==> config.mk <==
export PLATFORM = sky130hd
export DESIGN_NAME = uart_tx_arbiter
export DESIGN_NICKNAME = d
export VERILOG_FILES = /design/src/rtl/uart_tx_arbiter.sv
export SDC_FILE = /design/constraint.sdc
export NUM_CORES = 1
export LEC_CHECK = 0
export CAP_MARGIN = 10
export CORE_MARGIN = 3
export CORE_UTILIZATION = 25
export DETAILED_ROUTE_END_ITERATION = 10
export PLACE_DENSITY = 0.57
export SYNTH_ARGS = -nofsm -noshare
export SYNTH_HDL_FRONTEND = slang
export SYNTH_SLANG_ARGS = --single-unit
==> constraint.sdc <==
create_clock -name i_clk -period 5.35 [get_ports i_clk]
set_clock_uncertainty 0.05 [all_clocks]
set_input_delay 1.605 -clock i_clk [delete_from_list [all_inputs] [get_ports i_clk]]
set_output_delay 1.605 -clock i_clk [all_outputs]
set_load 0.05 [all_outputs]
==> src/rtl/uart_tx_arbiter.sv <==
// Packet-level round-robin arbiter in front of the uart TX FIFO write port.
// A client owns the TX path from grant until its i_last byte is written (or a
// stall timeout). An optional header byte tags each packet with its source.
module uart_tx_arbiter #(
    parameter int unsigned           NumClients    = 4,
    parameter int unsigned           DataLength    = 8,
    parameter bit                    HeaderEn      = 1'b1,
    parameter logic [DataLength-1:0] HeaderBase    = 8'hF0,
    parameter int unsigned           TimeoutCycles = 1024
) (
    input  logic                             i_clk,
    input  logic                             i_rst_n,
    input  logic [NumClients-1:0]            i_valid,
    input  logic [NumClients*DataLength-1:0] i_data,
    input  logic [NumClients-1:0]            i_last,
    output logic [NumClients-1:0]            o_ready,
    output logic [DataLength-1:0]            o_tx_data,
    output logic                             o_tx_req,
    input  logic                             i_tx_rdy,
    output logic [NumClients-1:0]            o_grant,
    output logic                             o_busy,
    output logic                             o_timeout
);

    localparam int unsigned IdxW = (NumClients > 1) ? $clog2(NumClients) : 1;
    localparam int unsigned CntW = (TimeoutCycles > 0) ? $clog2(TimeoutCycles + 1) : 1;
    // Counter value on the cycle whose stall makes the count reach TimeoutCycles.
    localparam logic [CntW-1:0] CntLast = CntW'((TimeoutCycles > 0) ? TimeoutCycles - 1 : 0);

    typedef enum logic [1:0] {
        StIdle,
        StHeader,
        StData
    } state_e;

    state_e                  state_q, state_d;
    logic [IdxW-1:0]         idx_q, idx_d;
    logic [IdxW-1:0]         ptr_q, ptr_d;
    logic [NumClients-1:0]   grant_q, grant_d;
    logic [CntW-1:0]         cnt_q, cnt_d;

    logic                    win_found;
    logic [IdxW-1:0]         win_idx;
    logic [31:0]             cand;
    logic                    sel_valid;
    logic                    sel_last;
    logic [DataLength-1:0]   sel_data;
    logic                    tx_fire;

    // Round-robin search starting just after the last winner, wrapping around.
    always_comb begin
        win_found = 1'b0;
        win_idx   = '0;
        cand      = '0;
        for (int unsigned i = 1; i <= NumClients; i++) begin
            cand = (32'(ptr_q) + 32'(i)) % NumClients;
            if (!win_found && i_valid[cand[IdxW-1:0]]) begin
                win_found = 1'b1;
                win_idx   = cand[IdxW-1:0];
            end
        end
    end

    // Granted-client view of the request inputs.
    always_comb begin
        sel_valid = i_valid[idx_q];
        sel_last  = i_last[idx_q];
        sel_data  = i_data[32'(idx_q)*DataLength +: DataLength];
    end

    // Next-state, timeout counting and TX-side outputs.
    always_comb begin
        state_d   = state_q;
        idx_d     = idx_q;
        ptr_d     = ptr_q;
        grant_d   = grant_q;
        cnt_d     = cnt_q;
        tx_fire   = 1'b0;
        o_tx_data = '0;
        o_tx_req  = 1'b0;
        o_ready   = '0;
        o_timeout = 1'b0;

        unique case (state_q)
            StIdle: begin
                if (win_found) begin
                    idx_d   = win_idx;
                    ptr_d   = win_idx;
                    grant_d = NumClients'(1) << win_idx;
                    cnt_d   = '0;
                    state_d = HeaderEn ? StHeader : StData;
                end
            end

            StHeader: begin
                // Header goes out regardless of the client's current i_valid.
                o_tx_data = HeaderBase | DataLength'(idx_q);
                o_tx_req  = i_tx_rdy;
                if (i_tx_rdy) begin
                    cnt_d   = '0;
                    state_d = StData;
                end
            end

            StData: begin
                o_tx_data = sel_data;
                o_ready   = grant_q & {NumClients{i_tx_rdy}};
                tx_fire   = sel_valid & i_tx_rdy;
                o_tx_req  = tx_fire;
                if (tx_fire) begin
                    cnt_d = '0;
                    if (sel_last) begin
                        grant_d = '0;
                        state_d = StIdle;
                    end
                end else if (!sel_valid && (TimeoutCycles != 0)) begin
                    // Only client stalls count; FIFO backpressure holds the count.
                    if (cnt_q == CntLast) begin
                        o_timeout = 1'b1;
                        cnt_d     = '0;
                        grant_d   = '0;
                        state_d   = StIdle;
                    end else begin
                        cnt_d = cnt_q + 1'b1;
                    end
                end
            end

            default: begin
                grant_d = '0;
                state_d = StIdle;
            end
        endcase
    end

    // State registers; pointer resets to the last client so client 0 wins first.
    always_ff @(posedge i_clk or negedge i_rst_n) begin
        if (!i_rst_n) begin
            state_q <= StIdle;
            idx_q   <= '0;
            ptr_q   <= IdxW'(NumClients - 1);
            grant_q <= '0;
            cnt_q   <= '0;
        end else begin
            state_q <= state_d;
            idx_q   <= idx_d;
            ptr_q   <= ptr_d;
            grant_q <= grant_d;
            cnt_q   <= cnt_d;
        end
    end

    // Registered status outputs.
    always_comb begin
        o_grant = grant_q;
        o_busy  = (state_q != StIdle);
    end

endmodule

# Yosys cells after proc, flatten, opt, wreduce, memory -nomap -nowiden
# Index checks and enable logic that the tools add are counted.
# classes
shifts	2
n_reduce_logical	13
n_addsub	5
n_eq_ne	8
muxes	46
n_div	0
bitwise_logic	3
n_mul	0
n_lt_le_gt_ge	5
# ops
cell	count
$mux W11	5
$pmux W11 S3	1
$shiftx A32 B6 Y8	1
$mux W4	6
$mux W2	10
$pmux W8 S2	1
$lt A2 B3 Y1 const B	5
$mux W1	14
$bmux W1 S2	6
$pmux W4 S3	1
$add A11 B1 Y11 const B	1
$eq A11 B10 Y1 const B	1
$reduce_and A5 Y1	2
$ne A3 B3 Y1 const B	3
$pmux W2 S3	1
$add A2 B1 Y2 const B	2
$add A2 B2 Y2 const B	2
$and A4 B4 Y4	1
$ne A2 B2 Y1 const B	2
$reduce_and A4 Y1	1
$shl A1 B2 Y4 const A	1
$logic_and A1 B1 Y1	3
$logic_not A1 Y1	3
$reduce_bool A3 Y1	1
other kinds (8)	8
# totals
latch_bits	0
ramBits	0
inputBits	43
regBits	21
out_inout_bits	19
rom_bits	0
wordCells	87
memories	0

# Logic depth before layout (Yosys ltp)
# Gate-level depths: netlist of run 1.
# logic_depth
word_depth	16
mapped_depth	9
ltp_nobuf	7

# Least setup slack after synthesis of run 1
# No wires, ideal clock.
# synth_path
kind	in2out
start	input port i_valid[3]
end	output port o_tx_req
n_path_buf	0
t_arrival_ps	2608
required_ps	3695
path_slack_ps	1087
cell_stages	4
path_cell_list	mux2i_1 > mux2i_1 > a21oi_1 > nor2_1
# synth_via
elab_chain_cells	4
# synth_lines
item	line_no	rtl
start: declaration	13	input logic [NumClients-1:0] i_valid,
$bmux W1 S2	66	sel_valid = i_valid[idx_q];
$mux W1 (implied by the code)	66	
$and A1 B1 Y1	108	tx_fire = sel_valid & i_tx_rdy;
$pmux W1 S2	84	unique case (state_q)
end: declaration	18	output logic o_tx_req,
# Every way passes these cells. The select of a mux whose other input is x is not followed.

# Final worst setup path of run 1
# layout_path
start	input port i_data[25]
end	output port o_tx_data[1]
# layout_via
elab_chain_cells	2
# layout_lines
item	line_no	rtl
start: declaration	14	input logic [NumClients*DataLength-1:0] i_data,
$shiftx A32 B6 Y8	68	sel_data = i_data[32'(idx_q)*DataLength +: DataLength];
$pmux W8 S2	84	
end: declaration	17	output logic [DataLength-1:0] o_tx_data,
# Every way passes these cells.

==> results of run 1 <==
-- worst max-delay path, delay by kind of cell --
family	cells	cell delay, ps
buffers and inverters	2	1110
muxes	1	460
AOI/OAI and AO/OA	1	150
and+or+nand+nor	1	60
-- placed cells by master (no fill, tap or decap), drive strengths merged, types with 3 or more instances in the layout --
cell / netlist / final
clkdlybuf4s50: 0 / 58
o21ai: 10 / 10
a21o: 3 / 3
nand2: 19 / 19
a21oi: 8 / 8
nor3: 5 / 5
clkbuf: 8 / 4
inv: 3 / 3
dfrtp: 19 / 19
buf: 3 / 4
a22o: 3 / 3
nor2b: 12 / 12
mux2: 6 / 6
and3: 10 / 10
nand2b: 5 / 5
nor3b: 4 / 4
ha: 5 / 5
nor2: 10 / 10
mux4: 8 / 8
mux2i: 5 / 5
-- flip-flops by register name, indices dropped and copies added (netlist names) --
name,cells
o_grant,4
idx_q,2
ptr_q,2
state_q,2
cnt_q,11
-- how the worst min path moves through the flow --
stage / cells past startpoint / from / endpoint
finish: 2 / ptr_q[0] / ptr_q[0]
global route: 2 / ptr_q[0] / ptr_q[0]
CTS: 2 / ptr_q[0] / ptr_q[0]
detailed placement: 2 / ptr_q[0] / ptr_q[0]
global placement: 2 / ptr_q[0] / ptr_q[0]
floorplan: 2 / ptr_q[0] / ptr_q[0]
-- kinds of logic after synthesis --
logic type               share of synthesized area
AND/OR/NAND/NOR                              0.248
AO/OA/AOI/OAI                                0.168
flip-flops                                   0.318
multiplexers                                 0.187
buffers and inverters                       0.0415
adder cells (fa/ha/maj)                     0.0377
-- metal layers --
metal  GRT usage  routed length [microns]  up-vias
li1            -                        -      757
met3      0.0218                      157        6
met1       0.164                     2100      722
met4      0.0363                       90        0
met5           0                        0        -
met2       0.192                     2270       31
-- metrics by stage --
stage	hold WS [ps]	total power, uW	instances	setup slack (ps)
final	433	1120	305	296
after global routing	468	1200	305	231
after CTS	440	1130	305	289
after detailed placement	426	1010	301	295
after global placement	423	1020	301	313
after floorplan	399	811	173	1090
-- layout make-up --
type	instances	area share
multi-input combinational	138	0.446
timing repair buffer	62	0.267
sequential	21	0.222
tap	77	0.0405
clock buffer	4	0.0189
inverter	3	0.00474
-- power by group through the flow --
stage / clock [uW] / combinational (uW) / sequential [uW]
2_1_floorplan: 0 / 537 / 274
3_3_place_gp: 0 / 732 / 284
3_5_place_dp: 0 / 728 / 287
4_1_cts: 113 / 733 / 283
5_1_grt: 120 / 784 / 294
6_report: 109 / 725 / 282
==> run metrics, run 1 <==
status complete, no violations; Final #Nets between 200 and 300; combinational share of power 0.650; unrepaired setup endpoints after global routing false; Worst EP required about 3700 ps; Synth area leaders dfrtp_1 (29%), mux4_2 (11%), nor2b_1 (4.5%); Post-synth EDFFs 0; Initial Util 0.260; DR iter-0 viols 69; share of cells above drive strength 1 0.105; largest net degree at the start of global routing 22; register area about 530 sq um; Synth Area per Inst about 9.6 sq um; total CTS buffers 3; remaining global-route overflow 0; TritonCTS clock tree done; most common flop cell mapped by yosys dfrtp_1; final worst-path cycle share 0.945; fin area roughly 0.0024 sq mm; MaxCap Viol Count 0; core footprint 0.00639 sq mm; CP endpoint o_tx_data[1]; CP max-delay cell clkdlybuf4s50_1; placed cell area 0.00233 sq mm; Root Driver clkbuf_8; VDD IR max 0.252 mV; chip height 87.4 microns; initial antenna violation count 0; PwrDens 469 mW/mm^2; R2R setup slack 2520 ps; Horiz. Die Dim 87.4 microns; post-synthesis sequential area ratio 0.318; Crit Path Category in -> out; aggregate global-route resource usage 0.120; critical path arrival 3400 ps; Fmax 0.198 GHz; Rows 29; Syn Nets 221; IO Port Bufs 61; CTS Sinks 21; hpwl dp 3490 microns; drt first pass iters 4; drt wl/cell between 15 and 20 microns; IO Count between 60 and 70; worst-path maximum fanout 1; number of hold violations in the final report 0; post-layout minimum cycle time around 5000 ps; worst r2r src idx_q[0]; R2R depth 5; Leak 0.000981 uW; Sw Pwr approximately 540 uW; Seq cells post-synth 21; Synth top area share 0.287; Yosys top cell by area dfrtp_1; Clock Power Share 0.097; Post-Route WL 4620 microns; Crit. End Element output port; Least-Margin Pin Slew ~980 ps; Hold Buf Count CTS 0; DR DRC count 0; Async SR Flop Fraction 1.00; Mapped Cells 173; vias per cell approximately 5.0; Vias ~1500; Post-DRT Antenna Nets 0; sw frac 0.488; Setup Total Neg Slack 0 ps; Yosys warning count 0; Yosys cell types 45; number of global-route vias before repair 1508; maximum clock insertion buffer count 2; Setup-failing EPs final 0; cell mode on critical path clkdlybuf4s50_1; Hold Crit Class reg -> reg; global-route wire length before repair 7320 microns; diode count 0; Synth top cells by count dfrtp_1 (19), nand2_1 (19), nor2b_1 (12), and3_1 (10); CP startpoint i_data[25]; Post-CTS Resized 0; gpl congestion ~0.75; max-slew violations 0; post-CTS setup buffers 0; Setup crit start kind primary input; Cell Chain, Critical Path clkdlybuf4s50_1 > mux4_2 > a22oi_1 > nor2b_1 > clkdlybuf4s50_1; Multi-input gate area 0.00106 sq mm; post-layout util 0.372; Seq pwr share 0.253; Pint 571 uW; Crit path largest cell delay 710 ps; Skew-Pair Late Insertion Delay 260 ps; synthesis-to-layout area growth 43.4%; Fillers 644; worst rel slew slack 0.347; Syn Std Cell Area ~0.0017 sq mm; clock-pin slew on the worst setup and hold paths 80 ps; htree depth 1; RR Endpoint o_grant[1]; die area 0.00764 sq mm
Note: power is estimated with default switching activity, not from simulation.
==> inputs of run 2 (changes only) <==
- CORE_MARGIN: 3 -> unset
==> run 2 against run 1 <==
Against the previous run:
- clock-buffer cell count down 1
- wire length down 5.0%
- critical endpoint is now o_tx_data[6]
- sequential power about the same
- worst setup slack better by 5.9 ps
- critical path type unchanged
==> run metrics, run 2 (synthesis gave the netlist of run 1 again) <==
CTS Sinks 21; status complete, no violations; initial antenna violation count 0; Top delay family on crit path buffers and inverters; placed cell area 0.00233 sq mm; max reg flops 11; cell mode on critical path clkdlybuf4s50_1; post-layout minimum cycle time 5050 ps; R2R setup slack 2570 ps; Cell Chain, Critical Path clkdlybuf4s50_1 > mux4_2 > a21oi_1 > nor2b_1 > clkdlybuf4s50_1; MaxCap Viol Count 0; die area 0.00696 sq mm; largest reg by FF count cnt_q; PwrDens 468 mW/mm^2; fin worst setup slack 302 ps; Crit. End Element output port; final worst-path cycle share 0.944; CP max-delay cell clkdlybuf4s50_1; Skew-Pair Late Insertion Delay 260 ps; IO Count 62; Post-Route WL 4390 microns; Hold Buf Count CTS 0; Setup Total Neg Slack 0 ps; Initial Util 0.260; Vias about 1500; diode count 0; commonest non-fill, non-tap cell in the layout clkdlybuf4s50_1; commonest non-fill, non-tap cells in the layout clkdlybuf4s50_1 (59), nand2_1 (19), dfrtp_1 (19); Root Driver clkbuf_8; total CTS buffers 3; htree depth 1; share of cells above drive strength 1 0.105; Crit path largest cell delay 700 ps; Post-CTS Resized 0; crit path buf inv count 2; Crit Path Category in -> out; remaining global-route overflow 0; Fmax between 0.15 and 0.2 GHz; drt wl/cell approximately 14 microns; post-CTS setup buffers 0; Final #Nets 277; aggregate global-route resource usage 0.132; Post-DRT Antenna Nets 0; hpwl dp 3290 microns; unrepaired setup endpoints after global routing false; synthesis-to-layout area growth 43.6%; number of global-route vias before repair 1474; dpl ws 301 ps; gpl congestion between 0.7 and 0.8; fin area roughly 0.0024 sq mm; DR DRC count 0; global-route wire length before repair 7490 microns; largest net degree at the start of global routing 22; Setup-failing EPs final 0; Least-Margin Pin Slew around 940 ps; TritonCTS clock tree done; clock-pin slew on the worst setup and hold paths 80 ps; DR iter-0 viols between 100 and 150; maximum clock insertion buffer count 2; core footprint 0.00639 sq mm; Setup crit start kind primary input; drt first pass iters 4; VDD IR max 0.258 mV; chip height 83.4 microns; number of hold violations in the final report 0; max-slew violations 0; Leak 0.000982 uW; critical path arrival 3390 ps; Hold Crit Class reg -> reg; worst rel slew slack 0.372; Horiz. Die Dim 83.4 microns; Worst EP required 3700 ps; worst-path maximum fanout 1; vias per cell 4.99; IO Port Bufs 61; Rows 29
## run 2: cell type report
cell class              instances  area [sq um]
clock buffers                   3          41.3
multi-input cells             138          1060
clock inverters                 1          5.00
well taps                      77          96.3
inverters                       3          11.3
repair buffers                 62           638
flip-flops and latches         21           528
fillers                       662          4010
## run 2: path summary, 6_finish.rpt
| kind | from | cells past startpoint | endpoint |
|---|---|---|---|
| worst max-delay path | i_data[30] | 5 | o_tx_data[6] |
| worst min-delay path | ptr_q[0] | 2 | ptr_q[0] |
| worst max register to register | idx_q[0] | 5 | o_grant[0] |
| worst min register to register | ptr_q[0] | 2 | ptr_q[0] |
| max in group asynchronous | i_rst_n | 1 | cnt_q[4] |
| min in group asynchronous | i_rst_n | 1 | o_grant[0] |
## run 2: worst min-delay path, stage by stage (launching register included)
cell     delay [ps]
dfstp_2         390
nand2_1          60
nand2_1          50
## run 2: stage by stage
stage | hold slack, ps | total power (uW) | util | instances
2_1_floorplan | 399 | 811 | - | 173
3_3_place_gp | 422 | 1010 | 0.366 | 301
3_5_place_dp | 430 | 1020 | 0.366 | 301
4_1_cts | 448 | 1130 | 0.373 | 305
5_1_grt | 479 | 1200 | 0.373 | 305
6_report | 455 | 1110 | 0.373 | 305
## run 2: power breakdown
group	switching, uW	leakage [uW]	internal, uW
Combinational	412	0.000679	315
Sequential	77.7	0.000278	204
Clock	54.7	0.0000255	52.0
Total	545	0.000982	570
## run 2: per-layer routing
layer  track usage  part of all wire
met1         0.188              0.48
met2         0.211              0.48
met3        0.0209             0.035
met4        0.0277            0.0032
met5             0                 0
==> inputs of run 3 (changes only) <==
- CTS_CLUSTER_SIZE: unset -> 24
==> results of run 3 <==
Final layout, timing and power as in run 2 (identical DEF).
